`src/rtl/robo_sequencer_if.sv`:
```
// Request/action/status bundle between the robot FSM side and the mission sequencer.
interface robo_sequencer_if #(
  parameter int STEP_W = 16
);
  logic              start;
  logic              stop;
  logic              req_avancar;
  logic              req_girar;
  logic              req_remover;
  logic              avancar;
  logic              girar;
  logic              remover;
  logic              sensor_valid;
  logic              busy;
  logic              done;
  logic              timeout;
  logic              trapped;
  logic              conflict;
  logic [STEP_W-1:0] step_count;
  logic [STEP_W-1:0] remove_count;

  modport master (
    output start, stop, req_avancar, req_girar, req_remover,
    input  avancar, girar, remover, sensor_valid, busy, done,
    input  timeout, trapped, conflict, step_count, remove_count
  );

  modport slave (
    input  start, stop, req_avancar, req_girar, req_remover,
    output avancar, girar, remover, sensor_valid, busy, done,
    output timeout, trapped, conflict, step_count, remove_count
  );
endinterface

```
`src/rtl/robo_sequencer.sv`:
```
// Mission sequencer: one action pulse the cycle after a request is sampled, then a settle
// window of SETTLE_CYCLES during which requests are not sampled (sensor_valid low).
module robo_sequencer #(
  parameter int STEP_W        = 16,
  parameter int MAX_STEPS     = 1000,
  parameter int SETTLE_CYCLES = 2,
  parameter int TRAP_TURNS    = 4
) (
  input  logic            clock,
  input  logic            reset,
  robo_sequencer_if.slave bus
);

  localparam int SW = (SETTLE_CYCLES > 1) ? $clog2(SETTLE_CYCLES) : 1;
  localparam int TW = $clog2(TRAP_TURNS + 1);
  localparam logic [SW-1:0]     SETTLE_LOAD = SW'(SETTLE_CYCLES - 1);
  localparam logic [TW-1:0]     TRAP_N      = TW'(TRAP_TURNS);
  localparam logic [STEP_W-1:0] MAX_N       = STEP_W'(MAX_STEPS);

  typedef enum logic [2:0] {S_IDLE, S_WAIT, S_ISSUE, S_SETTLE, S_FINISH} state_t;
  typedef enum logic [1:0] {ACT_AVANCAR, ACT_GIRAR, ACT_REMOVER} act_t;

  state_t            state, state_nxt;
  act_t              act;
  logic [SW-1:0]     settle_cnt;
  logic [TW-1:0]     turn_streak;
  logic [STEP_W-1:0] step_count, remove_count;
  logic              timeout, trapped, conflict, stop_pending;

  logic any_req, multi_req, settle_end, trap_hit, budget_hit;

  assign any_req    = bus.req_avancar | bus.req_girar | bus.req_remover;
  assign multi_req  = (bus.req_remover & bus.req_girar) | (bus.req_remover & bus.req_avancar) |
                      (bus.req_girar & bus.req_avancar);
  assign settle_end = (state == S_SETTLE) && (settle_cnt == '0);
  assign trap_hit   = (turn_streak == TRAP_N);
  assign budget_hit = (step_count == MAX_N);

  always_ff @(posedge clock) begin
    if (reset) state <= S_IDLE;
    else       state <= state_nxt;
  end

  always_comb begin
    state_nxt = state;
    case (state)
      S_IDLE:   if (bus.start) state_nxt = S_WAIT;
      S_WAIT: begin
        if (bus.stop)     state_nxt = S_FINISH;
        else if (any_req) state_nxt = S_ISSUE;
      end
      S_ISSUE:  state_nxt = S_SETTLE;
      S_SETTLE: begin
        // A stop arriving in the last settle cycle still ends the mission here.
        if (settle_end) begin
          if (trap_hit || budget_hit || stop_pending || bus.stop) state_nxt = S_FINISH;
          else                                                    state_nxt = S_WAIT;
        end
      end
      S_FINISH: state_nxt = S_IDLE;
      default:  state_nxt = S_IDLE;
    endcase
  end

  always_ff @(posedge clock) begin
    if (reset) begin
      act          <= ACT_AVANCAR;
      settle_cnt   <= '0;
      turn_streak  <= '0;
      step_count   <= '0;
      remove_count <= '0;
      timeout      <= 1'b0;
      trapped      <= 1'b0;
      conflict     <= 1'b0;
      stop_pending <= 1'b0;
    end else begin
      case (state)
        S_IDLE: begin
          if (bus.start) begin
            turn_streak  <= '0;
            step_count   <= '0;
            remove_count <= '0;
            timeout      <= 1'b0;
            trapped      <= 1'b0;
            conflict     <= 1'b0;
            stop_pending <= 1'b0;
          end
        end
        S_WAIT: begin
          if (!bus.stop && any_req) begin
            if (bus.req_remover)    act <= ACT_REMOVER;
            else if (bus.req_girar) act <= ACT_GIRAR;
            else                    act <= ACT_AVANCAR;
            if (multi_req) conflict <= 1'b1;
          end
        end
        S_ISSUE: begin
          step_count <= step_count + STEP_W'(1);
          if (act == ACT_REMOVER) remove_count <= remove_count + STEP_W'(1);
          if (act == ACT_GIRAR)   turn_streak  <= turn_streak + TW'(1);
          if (act == ACT_AVANCAR) turn_streak  <= '0;
          settle_cnt <= SETTLE_LOAD;
          if (bus.stop) stop_pending <= 1'b1;
        end
        S_SETTLE: begin
          if (bus.stop) stop_pending <= 1'b1;
          if (!settle_end)     settle_cnt <= settle_cnt - SW'(1);
          else if (trap_hit)   trapped    <= 1'b1;
          else if (budget_hit) timeout    <= 1'b1;
        end
        default: ;
      endcase
    end
  end

  assign bus.avancar      = (state == S_ISSUE) && (act == ACT_AVANCAR);
  assign bus.girar        = (state == S_ISSUE) && (act == ACT_GIRAR);
  assign bus.remover      = (state == S_ISSUE) && (act == ACT_REMOVER);
  assign bus.sensor_valid = (state == S_WAIT);
  assign bus.busy         = (state != S_IDLE);
  assign bus.done         = (state == S_FINISH);
  assign bus.timeout      = timeout;
  assign bus.trapped      = trapped;
  assign bus.conflict     = conflict;
  assign bus.step_count   = step_count;
  assign bus.remove_count = remove_count;

endmodule

```
`src/flat_wrapper.sv`:
```
// flat-port wrapper written by rule: the top's interface ports become plain ports
module robo_sequencer_flat 
#(
  parameter int STEP_W        = 16,
  parameter int MAX_STEPS     = 1000,
  parameter int SETTLE_CYCLES = 2,
  parameter int TRAP_TURNS    = 4
)
  (clock, reset, bus_start, bus_stop, bus_req_avancar, bus_req_girar, bus_req_remover, bus_avancar, bus_girar, bus_remover, bus_sensor_valid, bus_busy, bus_done, bus_timeout, bus_trapped, bus_conflict, bus_step_count, bus_remove_count);
  robo_sequencer_if #(.STEP_W(STEP_W)) bus_i ();
  input  logic clock;
  input  logic reset;
  input wire logic [$bits(bus_i.start)-1:0] bus_start;
  input wire logic [$bits(bus_i.stop)-1:0] bus_stop;
  input wire logic [$bits(bus_i.req_avancar)-1:0] bus_req_avancar;
  input wire logic [$bits(bus_i.req_girar)-1:0] bus_req_girar;
  input wire logic [$bits(bus_i.req_remover)-1:0] bus_req_remover;
  output wire logic [$bits(bus_i.avancar)-1:0] bus_avancar;
  output wire logic [$bits(bus_i.girar)-1:0] bus_girar;
  output wire logic [$bits(bus_i.remover)-1:0] bus_remover;
  output wire logic [$bits(bus_i.sensor_valid)-1:0] bus_sensor_valid;
  output wire logic [$bits(bus_i.busy)-1:0] bus_busy;
  output wire logic [$bits(bus_i.done)-1:0] bus_done;
  output wire logic [$bits(bus_i.timeout)-1:0] bus_timeout;
  output wire logic [$bits(bus_i.trapped)-1:0] bus_trapped;
  output wire logic [$bits(bus_i.conflict)-1:0] bus_conflict;
  output wire logic [$bits(bus_i.step_count)-1:0] bus_step_count;
  output wire logic [$bits(bus_i.remove_count)-1:0] bus_remove_count;
  assign bus_i.start = bus_start;
  assign bus_i.stop = bus_stop;
  assign bus_i.req_avancar = bus_req_avancar;
  assign bus_i.req_girar = bus_req_girar;
  assign bus_i.req_remover = bus_req_remover;
  assign bus_avancar = bus_i.avancar;
  assign bus_girar = bus_i.girar;
  assign bus_remover = bus_i.remover;
  assign bus_sensor_valid = bus_i.sensor_valid;
  assign bus_busy = bus_i.busy;
  assign bus_done = bus_i.done;
  assign bus_timeout = bus_i.timeout;
  assign bus_trapped = bus_i.trapped;
  assign bus_conflict = bus_i.conflict;
  assign bus_step_count = bus_i.step_count;
  assign bus_remove_count = bus_i.remove_count;
  robo_sequencer #(.STEP_W(STEP_W), .MAX_STEPS(MAX_STEPS), .SETTLE_CYCLES(SETTLE_CYCLES), .TRAP_TURNS(TRAP_TURNS)) u_core (.clock(clock), .reset(reset), .bus(bus_i));
endmodule
```
`config.mk`:
```
export PLATFORM = sky130hd
export DESIGN_NAME = robo_sequencer_flat
export DESIGN_NICKNAME = d
export VERILOG_FILES = /design/src/rtl/robo_sequencer_if.sv /design/src/rtl/robo_sequencer.sv /design/src/flat_wrapper.sv
export SDC_FILE = /design/constraint.sdc
export NUM_CORES = 1
export LEC_CHECK = 0
export CAP_MARGIN = 30
export CORE_MARGIN = 5
export CORE_UTILIZATION = 46
export DETAILED_ROUTE_END_ITERATION = 10
export PLACE_DENSITY = 0.77
export SYNTH_ARGS = -nofsm -noshare
export SYNTH_HDL_FRONTEND = slang
export SYNTH_SLANG_ARGS = --single-unit
export TNS_END_PERCENT = 100
```
`constraint.sdc`:
```
create_clock -name clock -period 1.6 [get_ports clock]
set_input_delay 0.32 -clock clock [delete_from_list [all_inputs] [get_ports clock]]
set_output_delay 0.32 -clock clock [all_outputs]
set_load 0.03 [all_outputs]
```
==> flow_metrics.py, run 1 <==
metrics = {
    "outcome": {
        "status": "finished, violations left",
        "violations": "negative setup slack",
    },
    "flow_run": {
        "maxCapViolCount": 0,
    },
    "sta": {
        "tightest_slew_ps": 386,
        "max_freq_ghz": 0.553,
        "skew_ps": 8.04,
        "setup_viol": 28,
        "hold_violations": 0,
        "min_period_ps": 1810,
        "rsz0062_at_grt": "true",
        "slew_headroom_pct": 73.9,
        "worst_slack_ps": -208,
        "period_share_pct": 113,
        "slew_violations": 0,
    },
    "grt": {
        "grt_max_degree": 15,
        "grt_pass1_vias": 2415,
        "grt_overflow": 0,
        "antenna_found_initial": 0,
        "grt_pass1_wl_mm": 11.3,
        "grt_usage_pct": 21.4,
    },
    "floorplanning": {
        "num_rows": 26,
        "io_pins": 48,
        "fp.dieH_um": 82.0,
        "coreArea_mm2": 0.00507,
        "dieArea_mm2": 0.00672,
        "die-width_um": 82.0,
        "start_util_pct": 46.9,
    },
    "synthesis": {
        "syn_nets": 293,
        "synth_top_family_by_area": "simple AND/OR/NAND/NOR gates",
        "synth_top_area_cell": "dfxtp_1",
        "synthSimpleGateAreaFrac_pct": 29.4,
        "ys_warn_count": 0,
        "ys.flop_type": "dfxtp_1",
        "synth-async-reset-ratio_pct": 0,
        "synth_adder_area_share_pct": 2.63,
        "synth_edf_count": 0,
        "muxShareOfSynthArea_pct": 2.68,
        "synth_xor_area_share_pct": 2.57,
        "synthDistinctLibCells": 57,
        "synth_area_mm2": 0.00238,
        "yosys.area.top_type_share_pct": 37.8,
        "synth_compound_area_share_pct": 20.0,
        "netlist_top_cells_area": "dfxtp_1 38%, nor2_1 4.6%, a21oi_1 4.4%",
        "yosysSeqAreaShare_pct": 37.8,
        "synth-seq-cells": 45,
        "syn_inst": 281,
        "syn_area_per_cell_um2": 8.48,
    },
    "clocking": {
        "ctsRootBufferMaster": "clkbuf_8",
        "cts-buffers-inserted": 5,
        "clk_path_buf_depth": 2,
        "h-tree-depth": 2,
        "cts_sinks": 45,
        "postCtsHoldBufs": 0,
        "clk_latency_ps": 300,
        "cts_tree": "built",
        "clkTransAtPathRegs_ps": 90,
    },
    "worst_setup_path": {
        "cp_cell_sequence": "or3b_4 -> nor3b_4 -> buf_6",
        "cp.arrival_ps": 1490,
        "start_kind": "register",
        "critPathKind": "reg -> out",
        "slowest_delay_ps": 430,
        "crit_slowest_cell": "or3b_4",
        "cp.required_ps": 1280,
        "crit_fanout": 4,
        "endpoint_kind": "output port",
    },
    "placement": {
        "place_inst": 432,
        "dp_hpwl_mm": 4.91,
        "gp_congestion": 0.929,
        "portBuffers": 47,
        "placed_cell_area_mm2": 0.00328,
    },
    "cells_and_area": {
        "area.growth.synth_to_final_pct": 57.6,
        "diodes": 0,
        "instances_no_fill": 453,
        "final_area_mm2": 0.00375,
        "fill_cells": 371,
        "nNetsFinal": 394,
        "drive_gt1_share_pct": 41.0,
    },
    "route": {
        "initialDrtViolationCount": 143,
        "post_drt_wl_per_cell_um": 16.9,
        "drc": 0,
        "viasPerCell": 5.79,
        "ant_nets": 0,
        "num_vias": 2622,
        "drt-total-wl_mm": 7.67,
        "dr.pass1.iters": 5,
    },
    "pwr": {
        "irDropWorstVdd_v": 0.000361,
        "total_power_mw": 2.39,
        "power_density_mw_per_mm2": 637,
        "power_leakage_nw": 1.55,
    },
    "min_path": {
        "min_path_type": "reg -> reg",
    },
}
registers in the layout, summed over array words and instances (netlist names):
signal and count:
u_core.state 3, u_core.bus.step_count 16, u_core.bus.trapped 1, u_core.bus.remove_count 16, u_core.turn_streak 3, u_core.bus.timeout 1
u_core.settle_cnt 1, u_core.stop_pending 1, u_core.act 2, u_core.bus.conflict 1
logic make-up (layout without fill, tap and decap cells):
| logic type | after synthesis | in the layout |
|---|---|---|
| and+or+nand+nor | 120 | 120 |
| AOI/OAI and AO/OA | 72 | 72 |
| DFF | 45 | 45 |
| buffers and inverters | 26 | 128 |
| xor gates and xnor gates | 7 | 7 |
| muxes | 6 | 6 |
| adders and majority gates | 5 | 5 |
synth_stat cells, drive strengths merged, types with 3 or more instances:
library cell  count
dfxtp            45
nor2             30
a21oi            21
nand2            20
o21ai            13
buf              12
inv              11
or4              10
nand3             8
o211ai            8
nand4             7
xor2              6
and2              5
ha                5
nor3              5
nor3b             5
or3               5
a31oi             4
and3              4
nor4              4
o31ai             4
a22oi             3
and4              3
clkbuf            3
mux2              3
mux2i             3
nor2b             3
o2111ai           3
o21a              3
o311ai            3
path summary, 6_finish.rpt:
path / start / end / slack [ps] / cells past startpoint
worst min-delay path: u_core.bus.remove_count[5] / u_core.bus.remove_count[5] / 500 / 2
worst max-delay path: u_core.state[1] / bus_remover / -210 / 3
worst min register to register: u_core.bus.remove_count[5] / u_core.bus.remove_count[5] / 500 / 2
worst max register to register: u_core.state[1] / u_core.bus.step_count[11] / -150 / 4
per-stage QoR:
| stage | hold WS, ps | TNS (ps) | setup WS [ps] | util (%) |
|---|---|---|---|---|
| detailed placement | 486 | -10700 | -456 | 64.7 |
| finish | 501 | -2100 | -208 | 74.0 |
| global route | 530 | -3320 | -240 | 74.0 |
| CTS | 499 | -1720 | -181 | 68.1 |
| global placement | 474 | -9760 | -443 | 64.7 |
| floorplan | 480 | -121 | -71.4 | - |
where the power goes:
group          internal, mW  total, mW  switching [mW]
registers              1.14       1.15          0.0150
clock network         0.304      0.708           0.404
logic                 0.251      0.531           0.280
worst max-delay path: cells and delay by family (launching register included):
kind                   cells  cell delay [ps]
buffers and inverters      1              160
DFF                        1              370
and+or+nand+nor            2              660
placed cells by master (no fill, tap or decap), types with 3 or more instances in the layout:
| master | n |
|---|---|
| nor2_2 | 3 |
| buf_6 | 13 |
| nand3_1 | 6 |
| a22oi_2 | 3 |
| dfxtp_4 | 4 |
| mux2i_1 | 3 |
| clkdlybuf4s50_1 | 5 |
| clkbuf_8 | 5 |
| buf_4 | 51 |
| and3_1 | 3 |
| a21oi_1 | 14 |
| o31ai_1 | 4 |
| dfxtp_1 | 23 |
| nand2_1 | 17 |
| mux2_2 | 3 |
| xor2_1 | 6 |
| a21oi_2 | 7 |
| o21a_1 | 3 |
| o211ai_1 | 7 |
| a31oi_1 | 4 |
| o21ai_0 | 9 |
| nor3_2 | 3 |
| o2111ai_1 | 3 |
| inv_1 | 10 |
| and2_1 | 4 |
| nor2_1 | 25 |
| nand4_1 | 7 |
| dfxtp_2 | 18 |
| dlygate4sd2_1 | 35 |
| or3_1 | 4 |
| or4_4 | 3 |
| ha_1 | 4 |
| or4_1 | 7 |
layout make-up:
cell class | instances | area, um^2 | share of cell area, %
multi-input cells | 210 | 1640 | 43.6
well taps | 70 | 87.6 | 2.33
clock inverters | 2 | 10.0 | 0.267
inverters | 11 | 41.3 | 1.10
flip-flops and latches | 45 | 938 | 25.0
clock buffers | 6 | 72.6 | 1.93
repair buffers | 109 | 968 | 25.8
layer usage:
metal	wire (um)	vias up	share of wire, %	global-route usage (%)
li1	-	1248	-	-
met5	0	-	0	0
met2	3810	98	50	36.9
met3	381	16	5.0	3.62
met1	3290	1260	43	27.5
met4	193	0	2.5	5.81
timing repair:
| action | in CTS | in global routing |
|---|---|---|
| gates cloned | 0 | 0 |
| hold endpoints to repair | 0 | 0 |
| setup endpoints to repair | 57 | 44 |
| setup buffers | 4 | 9 |
| pin swaps | 6 | 18 |
| gates resized for setup | 63 | 57 |
Note: power is estimated with default switching activity, not from simulation.
==> inputs of run 2 (changes only) <==
--- a/config.mk
+++ b/config.mk
@@ -10,6 +10,7 @@
 export CORE_UTILIZATION = 46
 export DETAILED_ROUTE_END_ITERATION = 10
 export PLACE_DENSITY = 0.77
+export SLEW_MARGIN = 20
 export SYNTH_ARGS = -nofsm -noshare
 export SYNTH_HDL_FRONTEND = slang
 export SYNTH_SLANG_ARGS = --single-unit
==> results of run 2 <==
Final layout, timing and power as in run 1 (identical DEF).
